File: src/rtl/knight_pkg.sv
// Shared definitions for the knight's-tour replay path.
// Holds the command opcodes, default heading codes, response bytes, the
// sequencer state encoding and the one-hot move -> signed (dx, dy) decode
// used by the leg generator (and by solver-side models).
package knight_pkg;

  localparam logic [3:0] OP_MOVE    = 4'b0010;
  localparam logic [3:0] OP_FANFARE = 4'b0011;

  localparam logic [7:0] HDG_N_DEF = 8'h00;
  localparam logic [7:0] HDG_W_DEF = 8'h3F;
  localparam logic [7:0] HDG_S_DEF = 8'h7F;
  localparam logic [7:0] HDG_E_DEF = 8'hBF;

  localparam logic [7:0] RESP_FINAL = 8'hA5;
  localparam logic [7:0] RESP_STEP  = 8'h5A;

  typedef enum logic [2:0] {
    ST_IDLE,
    ST_LOAD,
    ST_VERT,
    ST_VERT_W,
    ST_HORZ,
    ST_HORZ_W
  } seq_state_t;

  // Anything that is not exactly one-hot decodes to zero displacement.
  function automatic logic signed [2:0] move_dx(input logic [7:0] mv);
    case (mv)
      8'h01:   return -3'sd1;
      8'h02:   return  3'sd1;
      8'h04:   return -3'sd2;
      8'h08:   return -3'sd2;
      8'h10:   return -3'sd1;
      8'h20:   return  3'sd1;
      8'h40:   return  3'sd2;
      8'h80:   return  3'sd2;
      default: return  3'sd0;
    endcase
  endfunction

  function automatic logic signed [2:0] move_dy(input logic [7:0] mv);
    case (mv)
      8'h01:   return  3'sd2;
      8'h02:   return  3'sd2;
      8'h04:   return  3'sd1;
      8'h08:   return -3'sd1;
      8'h10:   return -3'sd2;
      8'h20:   return -3'sd2;
      8'h40:   return -3'sd1;
      8'h80:   return  3'sd1;
      default: return  3'sd0;
    endcase
  endfunction

  // Unsigned magnitude of a displacement, widened to the squares field.
  function automatic logic [3:0] leg_mag(input logic signed [2:0] d);
    logic [2:0] a;
    a = d[2] ? 3'(-d) : 3'(d);
    return {1'b0, a};
  endfunction

endpackage

File: src/rtl/tour_cmd_seq_if.sv
// Command/response bus around the tour sequencer.
//   cmd_UART/cmd_rdy_UART/clr_cmd_rdy_UART : command from the UART wrapper
//   cmd/cmd_rdy/clr_cmd_rdy/cmd_done       : command to the command processor
//   resp_vld/resp                          : response byte back to the UART
// Modport master is the sequencer; slave is its environment.
interface tour_cmd_seq_if;
  logic [15:0] cmd_UART;
  logic        cmd_rdy_UART;
  logic        clr_cmd_rdy_UART;
  logic [15:0] cmd;
  logic        cmd_rdy;
  logic        clr_cmd_rdy;
  logic        cmd_done;
  logic        resp_vld;
  logic [7:0]  resp;

  modport master (
    input  cmd_UART, cmd_rdy_UART, clr_cmd_rdy, cmd_done,
    output clr_cmd_rdy_UART, cmd, cmd_rdy, resp_vld, resp
  );

  modport slave (
    output cmd_UART, cmd_rdy_UART, clr_cmd_rdy, cmd_done,
    input  clr_cmd_rdy_UART, cmd, cmd_rdy, resp_vld, resp
  );
endinterface

File: src/rtl/tour_leg_gen.sv
// Combinational leg generator: turns a registered one-hot knight move into
// a vertical-leg command (plain move) and a horizontal-leg command (move
// with fanfare).
//   move_q   in  8  registered one-hot move
//   vert_cmd out 16 {OP_MOVE, N/S heading, |dy|}
//   horz_cmd out 16 {OP_FANFARE, E/W heading, |dx|}
// An illegal move yields zero squares with heading N on both legs.
module tour_leg_gen
  import knight_pkg::*;
#(
  parameter logic [7:0] HDG_N = HDG_N_DEF,
  parameter logic [7:0] HDG_W = HDG_W_DEF,
  parameter logic [7:0] HDG_S = HDG_S_DEF,
  parameter logic [7:0] HDG_E = HDG_E_DEF
) (
  input  logic [7:0]  move_q,
  output logic [15:0] vert_cmd,
  output logic [15:0] horz_cmd
);

  logic signed [2:0] dx;
  logic signed [2:0] dy;
  logic [7:0]        vert_hdg;
  logic [7:0]        horz_hdg;

  always_comb begin
    dx = move_dx(move_q);
    dy = move_dy(move_q);

    vert_hdg = dy[2] ? HDG_S : HDG_N;

    // Zero dx only happens for an illegal move; fall back to N there.
    if (dx == 3'sd0)
      horz_hdg = HDG_N;
    else if (dx[2])
      horz_hdg = HDG_W;
    else
      horz_hdg = HDG_E;

    vert_cmd = {OP_MOVE,    vert_hdg, leg_mag(dy)};
    horz_cmd = {OP_FANFARE, horz_hdg, leg_mag(dx)};
  end

endmodule

File: src/rtl/tour_cmd_seq.sv
// Knight's-tour replay sequencer.
// In IDLE the UART command stream passes straight through to the command
// processor. On start_tour it walks the solver's moves by index, issuing a
// vertical then a horizontal leg command per move, each with a full
// rdy/clr/done handshake, and acks each completed move on resp.
//   clk, rst_n   clock, asynchronous active-low reset
//   start_tour   pulse: begin replay
//   mv_indx      index into the solver move readout
//   move         one-hot move at mv_indx
//   bus          tour_cmd_seq_if.master (UART in, command out, responses)
module tour_cmd_seq
  import knight_pkg::*;
#(
  parameter int         NUM_MOVES = 24,
  parameter logic [7:0] HDG_N     = HDG_N_DEF,
  parameter logic [7:0] HDG_W     = HDG_W_DEF,
  parameter logic [7:0] HDG_S     = HDG_S_DEF,
  parameter logic [7:0] HDG_E     = HDG_E_DEF
) (
  input  logic          clk,
  input  logic          rst_n,
  input  logic          start_tour,
  output logic [4:0]    mv_indx,
  input  logic [7:0]    move,
  tour_cmd_seq_if.master bus
);

  localparam logic [4:0] LAST_INDX = 5'(NUM_MOVES - 1);

  seq_state_t  state;
  seq_state_t  nxt_state;
  logic [4:0]  nxt_indx;
  logic        nxt_resp_vld;
  logic [7:0]  nxt_resp;
  logic        tour_sel;
  logic [7:0]  move_q;
  logic [7:0]  resp_q;
  logic        resp_vld_q;
  logic [15:0] vert_cmd;
  logic [15:0] horz_cmd;

  tour_leg_gen #(
    .HDG_N(HDG_N), .HDG_W(HDG_W), .HDG_S(HDG_S), .HDG_E(HDG_E)
  ) u_leg_gen (
    .move_q   (move_q),
    .vert_cmd (vert_cmd),
    .horz_cmd (horz_cmd)
  );

  always_ff @(posedge clk or negedge rst_n) begin
    if (!rst_n) begin
      state      <= ST_IDLE;
      mv_indx    <= '0;
      resp_vld_q <= 1'b0;
    end else begin
      state      <= nxt_state;
      mv_indx    <= nxt_indx;
      resp_vld_q <= nxt_resp_vld;
    end
  end

  // Data-only registers: the move is captured once per move so the leg
  // commands stay stable for the whole handshake.
  always_ff @(posedge clk) begin
    if (state == ST_LOAD)
      move_q <= move;
    resp_q <= nxt_resp;
  end

  always_comb begin
    nxt_state    = state;
    nxt_indx     = mv_indx;
    nxt_resp_vld = 1'b0;
    nxt_resp     = resp_q;
    tour_sel     = 1'b1;
    case (state)
      ST_IDLE: begin
        tour_sel = 1'b0;
        if (bus.cmd_done) begin
          nxt_resp_vld = 1'b1;
          nxt_resp     = RESP_FINAL;
        end
        if (start_tour) begin
          nxt_indx  = '0;
          nxt_state = ST_LOAD;
        end
      end
      ST_LOAD:   nxt_state = ST_VERT;
      ST_VERT:   if (bus.clr_cmd_rdy) nxt_state = ST_VERT_W;
      ST_VERT_W: if (bus.cmd_done)    nxt_state = ST_HORZ;
      ST_HORZ:   if (bus.clr_cmd_rdy) nxt_state = ST_HORZ_W;
      ST_HORZ_W: begin
        if (bus.cmd_done) begin
          nxt_resp_vld = 1'b1;
          if (mv_indx == LAST_INDX) begin
            nxt_resp  = RESP_FINAL;
            nxt_indx  = '0;
            nxt_state = ST_IDLE;
          end else begin
            nxt_resp  = RESP_STEP;
            nxt_indx  = mv_indx + 5'd1;
            nxt_state = ST_LOAD;
          end
        end
      end
      default: nxt_state = ST_IDLE;
    endcase
  end

  // A start_tour in the same cycle as a pending UART command wins: the
  // UART command is neither offered nor consumed.
  assign bus.cmd = tour_sel ? ((state == ST_HORZ) ? horz_cmd : vert_cmd)
                            : bus.cmd_UART;
  assign bus.cmd_rdy = tour_sel ? ((state == ST_VERT) || (state == ST_HORZ))
                                : (bus.cmd_rdy_UART && !start_tour);
  assign bus.clr_cmd_rdy_UART = !tour_sel && bus.clr_cmd_rdy && !start_tour;
  assign bus.resp_vld = resp_vld_q;
  assign bus.resp     = resp_q;

endmodule

File: src/flat_wrapper.sv
// flat-port wrapper written by rule: the top's interface ports become plain ports
module tour_cmd_seq_flat import knight_pkg::*;
#(
  parameter int         NUM_MOVES = 24,
  parameter logic [7:0] HDG_N     = HDG_N_DEF,
  parameter logic [7:0] HDG_W     = HDG_W_DEF,
  parameter logic [7:0] HDG_S     = HDG_S_DEF,
  parameter logic [7:0] HDG_E     = HDG_E_DEF
)
  (clk, rst_n, start_tour, mv_indx, move, bus_cmd_UART, bus_cmd_rdy_UART, bus_clr_cmd_rdy, bus_cmd_done, bus_clr_cmd_rdy_UART, bus_cmd, bus_cmd_rdy, bus_resp_vld, bus_resp);
  tour_cmd_seq_if bus_i ();
  input  logic clk;
  input  logic rst_n;
  input  logic start_tour;
  output logic [4:0] mv_indx;
  input  logic [7:0] move;
  input wire logic [$bits(bus_i.cmd_UART)-1:0] bus_cmd_UART;
  input wire logic [$bits(bus_i.cmd_rdy_UART)-1:0] bus_cmd_rdy_UART;
  input wire logic [$bits(bus_i.clr_cmd_rdy)-1:0] bus_clr_cmd_rdy;
  input wire logic [$bits(bus_i.cmd_done)-1:0] bus_cmd_done;
  output wire logic [$bits(bus_i.clr_cmd_rdy_UART)-1:0] bus_clr_cmd_rdy_UART;
  output wire logic [$bits(bus_i.cmd)-1:0] bus_cmd;
  output wire logic [$bits(bus_i.cmd_rdy)-1:0] bus_cmd_rdy;
  output wire logic [$bits(bus_i.resp_vld)-1:0] bus_resp_vld;
  output wire logic [$bits(bus_i.resp)-1:0] bus_resp;
  assign bus_i.cmd_UART = bus_cmd_UART;
  assign bus_i.cmd_rdy_UART = bus_cmd_rdy_UART;
  assign bus_i.clr_cmd_rdy = bus_clr_cmd_rdy;
  assign bus_i.cmd_done = bus_cmd_done;
  assign bus_clr_cmd_rdy_UART = bus_i.clr_cmd_rdy_UART;
  assign bus_cmd = bus_i.cmd;
  assign bus_cmd_rdy = bus_i.cmd_rdy;
  assign bus_resp_vld = bus_i.resp_vld;
  assign bus_resp = bus_i.resp;
  tour_cmd_seq #(.NUM_MOVES(NUM_MOVES), .HDG_N(HDG_N), .HDG_W(HDG_W), .HDG_S(HDG_S), .HDG_E(HDG_E)) u_core (.clk(clk), .rst_n(rst_n), .start_tour(start_tour), .mv_indx(mv_indx), .move(move), .bus(bus_i));
endmodule
File: config.mk
export PLATFORM = sky130hd
export DESIGN_NAME = tour_cmd_seq_flat
export DESIGN_NICKNAME = d
export VERILOG_FILES = /design/src/rtl/knight_pkg.sv /design/src/rtl/tour_cmd_seq_if.sv /design/src/rtl/tour_leg_gen.sv /design/src/rtl/tour_cmd_seq.sv /design/src/flat_wrapper.sv
export SDC_FILE = /design/constraint.sdc
export NUM_CORES = 1
export LEC_CHECK = 0
export BUFFER_PORTS_ARGS = -buffer_cell sky130_fd_sc_hd__buf_4
export CAP_MARGIN = 10
export CORE_MARGIN = 5
export CORE_UTILIZATION = 30
export DETAILED_ROUTE_END_ITERATION = 10
export PLACE_DENSITY = 0.53
export RECOVER_POWER = 50
export SYNTH_ARGS = -nofsm -noshare
export SYNTH_HDL_FRONTEND = slang
export SYNTH_SLANG_ARGS = --single-unit
File: constraint.sdc
create_clock -name clk -period 3.2 [get_ports clk]
set_clock_uncertainty 0.2 [all_clocks]
set_input_delay 0.48 -clock clk [delete_from_list [all_inputs] [get_ports clk]]
set_output_delay 0.48 -clock clk [all_outputs]
set_load 0.01 [all_outputs]
==> flow_metrics.env, run 1 <==
export IMPL_ys_ff_latch=19
export IMPL_path_clk_slew_ns=0.06
export IMPL_antenna_found_initial=0
export IMPL_clk_latency_ns=0.25
export IMPL_ir_worst_vdd_mv=0.2497
export IMPL_cp_slowest_cell="edfxtp_1"
export IMPL_ant_nets=0
export IMPL_arrival_ns=2.43
export IMPL_layout_drive_gt1_share=0.3276
export IMPL_hold_violations=0
export IMPL_io_pins=62
export IMPL_hold_path_class="in2reg"
export IMPL_worstPathMaxFanout=6
export IMPL_cp_top_family="compound AO/OA/AOI/OAI gates"
export IMPL_fmax_mhz=321.6
export IMPL_worstMarginPinSlew_ns=0.8182
export IMPL_rows=25
export IMPL_gp_congestion=0.7839
export IMPL_synth_top_area_share=0.2022
export IMPL_fin_crit_sh=0.9718
export IMPL_synthTopCellsByArea="edfxtp_1, dfrtp_1, nor2_1"
export IMPL_first_iter_violations=121
export IMPL_pwr_share_comb=0.524
export IMPL_grt_usage=0.1122
export IMPL_powerDensity_nw_per_um2=681.6
export IMPL_diodes=0
export IMPL_die_w_um=80.36
export IMPL_initial_core_util=0.3124
export IMPL_wire_per_inst_um=12.77
export IMPL_p_clk_frac=0.118
export IMPL_cp_buffers_inverters=1
export IMPL_finalWirelength_um=3817
export IMPL_grt_pass1_wl_um=5830
export IMPL_endpoint_kind="primary output"
export IMPL_fin_hold_ws_ns=0.2248
export IMPL_final_nets=266
export IMPL_cts_tree="done"
export IMPL_power_total_mw=1.373
export IMPL_htreeDepth=1
export IMPL_setup_viol_count_final=0
export IMPL_grt_pass1_vias=1294
export IMPL_viasPerCell=4.896
export IMPL_startpoint_type="register"
export IMPL_yosysSeqAreaShare=0.3538
export IMPL_internal_power_uw=779.3
export IMPL_hpwl_um=2851
export IMPL_worstPathCellList="xnor2_1 -> nor3_1 -> o311a_4 -> a31oi_1 -> ha_1 -> nand2_1 -> o21ai_4 -> o21ai_1 -> buf_4"
export IMPL_avgSynthCellArea_um2=8.685
export IMPL_sw_frac_of_total=0.4324
export IMPL_syn_nets=204
export IMPL_cts_root_buf="clkbuf_8"
export IMPL_portBuffers=61
export IMPL_dr_pass1_iters=4
export IMPL_syn_inst=171
export IMPL_cts_buffers=3
export IMPL_p_sw_uw=593.7
export IMPL_grt_max_degree=29
export IMPL_leakage_nw=0.8469
export IMPL_synth_edf_count=10
export IMPL_clk_path_buf_depth=2
export IMPL_gr_total_overflow=0
export IMPL_relSlewSlack=0.4545
export IMPL_worst_ep_required_time_ns=2.52
export IMPL_path_class="reg2out"
export IMPL_critPathMaxStageDelay_ns=0.50
export IMPL_die_area_um2=6458
export IMPL_synth_area_um2=1485
export IMPL_max_cap_viol_count=0
export IMPL_syn_to_final_growth_pct=35.64
export IMPL_core_area_um2=4755
export IMPL_yosysWarnings=0
export IMPL_sequentialPowerShare=0.358
export IMPL_synth_distinct_cells=47
export IMPL_die_y_um=80.36
export IMPL_drc_errors=0
export IMPL_outcome="complete, no violations"
export IMPL_maxSlewViolCount=0
export IMPL_fin_crit_ns=3.110
export IMPL_ys_flop_type="edfxtp_1"
export IMPL_cts_sinks=19
export IMPL_synth_largest_area_cell="edfxtp_1"
export IMPL_async_flop_share=0.4737
export IMPL_via_count=1464
## cells by family (layout without fill, tap and decap cells)
| logic type | count (synthesis) | in the layout | share of synthesized area |
|---|---|---|---|
| AOI/OAI and AO/OA | 43 | 43 | 0.2022 |
| xor gates and xnor gates | 5 | 5 | 0.02948 |
| adders and majority gates | 3 | 3 | 0.02528 |
| buffers and inverters | 20 | 81 | 0.08424 |
| DFF | 19 | 19 | 0.3538 |
| muxes | 1 | 1 | 0.007582 |
| and+or+nand+nor | 80 | 80 | 0.2974 |
## metal layers
metal  wire, um  track usage  vias to the layer above  part of all wire
met5          0            0                        -                 0
met3        273      0.02354                        7             0.072
met4         76      0.04561                        0             0.020
met2       1834       0.1887                       47              0.48
met1       1632       0.1384                      679              0.43
li1           -            -                      731                 -
## metrics by stage
stage / worst slack [ns] / instance area, um2 / utilization / cells / TNS (ns)
after floorplan: 0.6488 / 1485 / - / 171 / 0
after global placement: 0.3067 / 1913 / 0.4024 / 282 / 0
after detailed placement: 0.3482 / 1913 / 0.4024 / 282 / 0
after CTS: 0.06321 / 1968 / 0.4139 / 287 / 0
after global routing: -0.09949 / 2014 / 0.4237 / 299 / -0.5532
final: 0.09018 / 2014 / 0.4237 / 299 / 0
## timing repair
| item | in CTS | in global routing |
|---|---|---|
| hold endpoints to repair | 9 | 0 |
| endpoints found under the setup margin | 0 | 7 |
| resized for setup | 0 | 2 |
| hold buffers | 1 | 0 |
| setup buffers | 0 | 12 |
## power by group through the flow
stage / clock network [mW] / logic, mW / registers, mW
CTS: 0.171 / 0.674 / 0.499
global route: 0.187 / 0.801 / 0.513
detailed placement: 0 / 0.671 / 0.505
global placement: 0 / 0.675 / 0.504
floorplan: 0 / 0.562 / 0.386
finish: 0.162 / 0.720 / 0.491
## cell type report
type                       instances  area (um2)
fill                             501        2740
multi-input combinational        132       847.1
sequential                        19       525.5
timing repair buffer              74       501.7
tap                               67       83.83
clock buffer                       4       45.04
inverter                           3       11.26
## registers in the layout (all words and copies together) (netlist names)
| signal | cells |
|---|---|
| u_core.bus.resp | 2 |
| u_core.bus.resp_vld | 1 |
| u_core.move_q | 8 |
| u_core.mv_indx | 5 |
| u_core.state | 3 |
## cell usage after synthesis, types with 2 or more instances
cell	count
nor2_1	23
nand2_1	15
o21ai_1	12
edfxtp_1	10
dfrtp_1	9
o21ai_0	8
a21oi_1	6
buf_4	6
nand3_1	5
and2_1	4
buf_2	4
nor2b_1	4
nor4b_1	4
xor2_1	4
and3_1	3
buf_6	3
clkbuf_1	3
ha_1	3
inv_1	3
nand2b_1	3
nand4_1	3
nor3_1	3
nor3b_1	3
a21o_1	2
a31oi_1	2
nand2_2	2
nor3b_2	2
o211ai_1	2
o31ai_1	2
## path summary, 6_finish.rpt
| kind | startpoint | endpoint | slack [ns] | cells after the start |
|---|---|---|---|---|
| min in group asynchronous | rst_n | u_core.mv_indx[1] | 0.49 | 2 |
| worst max register to register | u_core.state[2] | u_core.mv_indx[3] | 1.06 | 6 |
| worst min register to register | u_core.mv_indx[4] | u_core.mv_indx[4] | 0.33 | 1 |
| worst min-delay path | move[3] | u_core.move_q[3] | 0.22 | 1 |
| worst max-delay path | u_core.move_q[0] | bus_cmd[5] | 0.09 | 9 |
| max in group asynchronous | rst_n | u_core.state[2] | 1.97 | 2 |
## layout by cell type, fill, tap and decap left out, types with 2 or more instances in the layout
cell      netlist  routed
a21o_1          2       2
a21oi_1         6       6
a31oi_1         2       2
and2_1          4       4
and3_1          3       3
buf_4           6      50
clkbuf_1        3      16
clkbuf_4        0       8
clkbuf_8        0       3
dfrtp_1         9       9
edfxtp_1       10      10
ha_1            3       3
inv_1           3       3
nand2_1        15      15
nand2_2         2       2
nand2b_1        3       3
nand3_1         5       5
nand4_1         3       3
nor2_1         23      23
nor2b_1         4       4
nor3_1          3       3
nor3b_1         3       3
nor3b_2         2       2
nor4b_1         4       2
nor4b_2         0       2
o211ai_1        2       2
o21ai_0         8       8
o21ai_1        12      12
o31ai_1         2       2
xor2_1          4       4
(Power assumes the default switching activity.)
==> run 2, diff against run 1 <==
--- a/config.mk
+++ b/config.mk
@@ -10,7 +10,8 @@
 export CORE_MARGIN = 5
 export CORE_UTILIZATION = 30
 export DETAILED_ROUTE_END_ITERATION = 10
-export PLACE_DENSITY = 0.53
+export GPL_TIMING_DRIVEN = 0
+export PLACE_DENSITY_LB_ADDON = 0.3
 export RECOVER_POWER = 50
 export SYNTH_ARGS = -nofsm -noshare
 export SYNTH_HDL_FRONTEND = slang
==> run 2 against run 1 <==
Compared with the run above: clock power is essentially flat; sequential power shrank 21%; flip-flop and latch count is the same; critical endpoint is now bus_cmd[7]; largest power group unchanged.
==> flow_metrics.env, run 2 (synthesis results as in run 1) <==
export IMPL_outcome="complete, no violations"
export IMPL_die_w_um=80.36
export IMPL_grt_pass1_wl_um=5996
export IMPL_leakage_nw=0.8721
export IMPL_utilization=0.4353
export IMPL_arrival_ns=2.35
export IMPL_clk_path_buf_depth=2
export IMPL_fin_cells=304
export IMPL_setup_viol_count_final=0
export IMPL_cts_root_buf="clkbuf_8"
export IMPL_grt_usage=0.1130
export IMPL_pre_cts_ws_ns=0.3974
export IMPL_gr_total_overflow=0
export IMPL_io_pins=62
export IMPL_path_clk_slew_ns=0.06
export IMPL_startpoint_type="register"
export IMPL_clk_latency_ns=0.25
export IMPL_layout_drive_gt1_share=0.3460
export IMPL_post_place_cells=299
export IMPL_ant_nets=0
export IMPL_regMostFlops="u_core.move_q"
export IMPL_cts_buffers=3
export IMPL_hpwl_um=2914
export IMPL_setup_tns_ns=0
export IMPL_fmax_mhz=330.4
export IMPL_grt_pass1_vias=1335
export IMPL_syn_to_final_growth_pct=39.34
export IMPL_powerDensity_nw_per_um2=673.4
export IMPL_path_class="reg2out"
export IMPL_htreeDepth=1
export IMPL_hold_path_class="in2reg"
export IMPL_die_y_um=80.36
export IMPL_cts_tree="done"
export IMPL_ir_worst_vdd_mv=0.2272
export IMPL_rsz0062_at_grt="no"
export IMPL_worstPathCellList="nor3b_2 -> o311a_4 -> a31oi_4 -> ha_2 -> nand2_1 -> o21ai_4 -> o21ai_1 -> buf_4"
export IMPL_power_total_mw=1.394
export IMPL_place_area_um2=2027
export IMPL_portBuffers=61
export IMPL_r2r_cells=7
export IMPL_cp_slowest_cell="edfxtp_1"
export IMPL_critPathMaxStageDelay_ns=0.52
export IMPL_wire_per_inst_um=11.95
export IMPL_core_area_um2=4755
export IMPL_cts_setup_buffers=0
export IMPL_antenna_found_initial=0
export IMPL_diodes=0
export IMPL_dr_pass1_iters=4
export IMPL_worst_ep_required_time_ns=2.52
export IMPL_worst_path_stages=8
export IMPL_via_count=1436
export IMPL_r2r_start="u_core.state[2]"
export IMPL_cp_top_family="compound AO/OA/AOI/OAI gates"
export IMPL_mostFrequentLayoutCells="buf_4, nor2_1, clkbuf_4, nand2_1, clkbuf_1"
export IMPL_endpoint_kind="primary output"
export IMPL_grt_max_degree=11
export IMPL_layout_commonest_cell="buf_4"
export IMPL_cp_buffers_inverters=1
export IMPL_first_iter_violations=74
export IMPL_viasPerCell=4.724
export IMPL_drc_errors=0
export IMPL_hold_violations=0
export IMPL_max_cap_viol_count=0
export IMPL_finalWirelength_um=3634
export IMPL_die_area_um2=6458
export IMPL_relSlewSlack=0.6061
export IMPL_cts_sinks=19
export IMPL_stdcell_area_um2=2069
export IMPL_worstMarginPinSlew_ns=0.5887
export IMPL_hold_path_depth=1
export IMPL_fin_hold_ws_ns=0.2321
export IMPL_critPathLaunch="u_core.move_q[4]"
export IMPL_final_nets=271
export IMPL_top_regs="u_core.move_q: 8 flops, u_core.mv_indx: 5 flops, u_core.state: 3 flops"
export IMPL_largest_register_ffs=8
export IMPL_fin_crit_ns=3.027
export IMPL_fin_crit_sh=0.9458
export IMPL_gp_congestion=0.7781
export IMPL_worstPathMaxFanout=8
export IMPL_initial_core_util=0.3124
export IMPL_hp_start="move[0]"
export IMPL_rows=25
export IMPL_maxSlewViolCount=0
export IMPL_fin_ws_ns=0.1734
==> run 2: changes by cell type in the layout (fill, tap and decap cells not counted), sizes merged <==
cell / previous run / this run
clkbuf: 27 / 32
==> run 2: worst paths after layout <==
path / end / slack (ns)
worst min register to register: u_core.mv_indx[3] / 0.32
max in group asynchronous: u_core.state[2] / 1.94
min in group asynchronous: u_core.mv_indx[0] / 0.50
worst max register to register: u_core.mv_indx[3] / 1.32
worst min-delay path: u_core.move_q[0] / 0.23
worst max-delay path: bus_cmd[7] / 0.17
==> run 2: cell type report <==
class | instances | area, um2
Fill cell | 494 | 2685
Multi-Input combinational cell | 132 | 852.1
Sequential cell | 19 | 525.5
Timing Repair Buffer | 62 | 434.2
Buffer | 17 | 117.6
Tap cell | 67 | 83.83
Clock buffer | 4 | 45.04
Inverter | 3 | 11.26
==> run 2: metal layers <==
| metal | wire [um] | share of wire | up-vias | track usage |
|---|---|---|---|---|
| met1 | 1689 | 0.46 | 647 | 0.1565 |
| met4 | 21 | 0.0058 | 0 | 0.02534 |
| met2 | 1656 | 0.46 | 44 | 0.1813 |
| met5 | 0 | 0 | - | 0 |
| li1 | - | - | 743 | - |
| met3 | 266 | 0.073 | 2 | 0.02130 |
==> run 2: where the power goes <==
| part | leakage [nW] | internal [mW] | switching (mW) | total (mW) |
|---|---|---|---|---|
| Sequential | 0.211 | 0.335 | 0.0523 | 0.388 |
| Combinational | 0.639 | 0.373 | 0.473 | 0.845 |
| Clock | 0.0228 | 0.0881 | 0.0724 | 0.161 |
==> run 2: what timing repair did <==
| action | 4_1_cts | 5_1_grt |
|---|---|---|
| hold endpoints to repair | 9 | 0 |
| hold buffers | 1 | 0 |
| endpoints found under the setup margin | 0 | 6 |
| resized for setup | 0 | 5 |
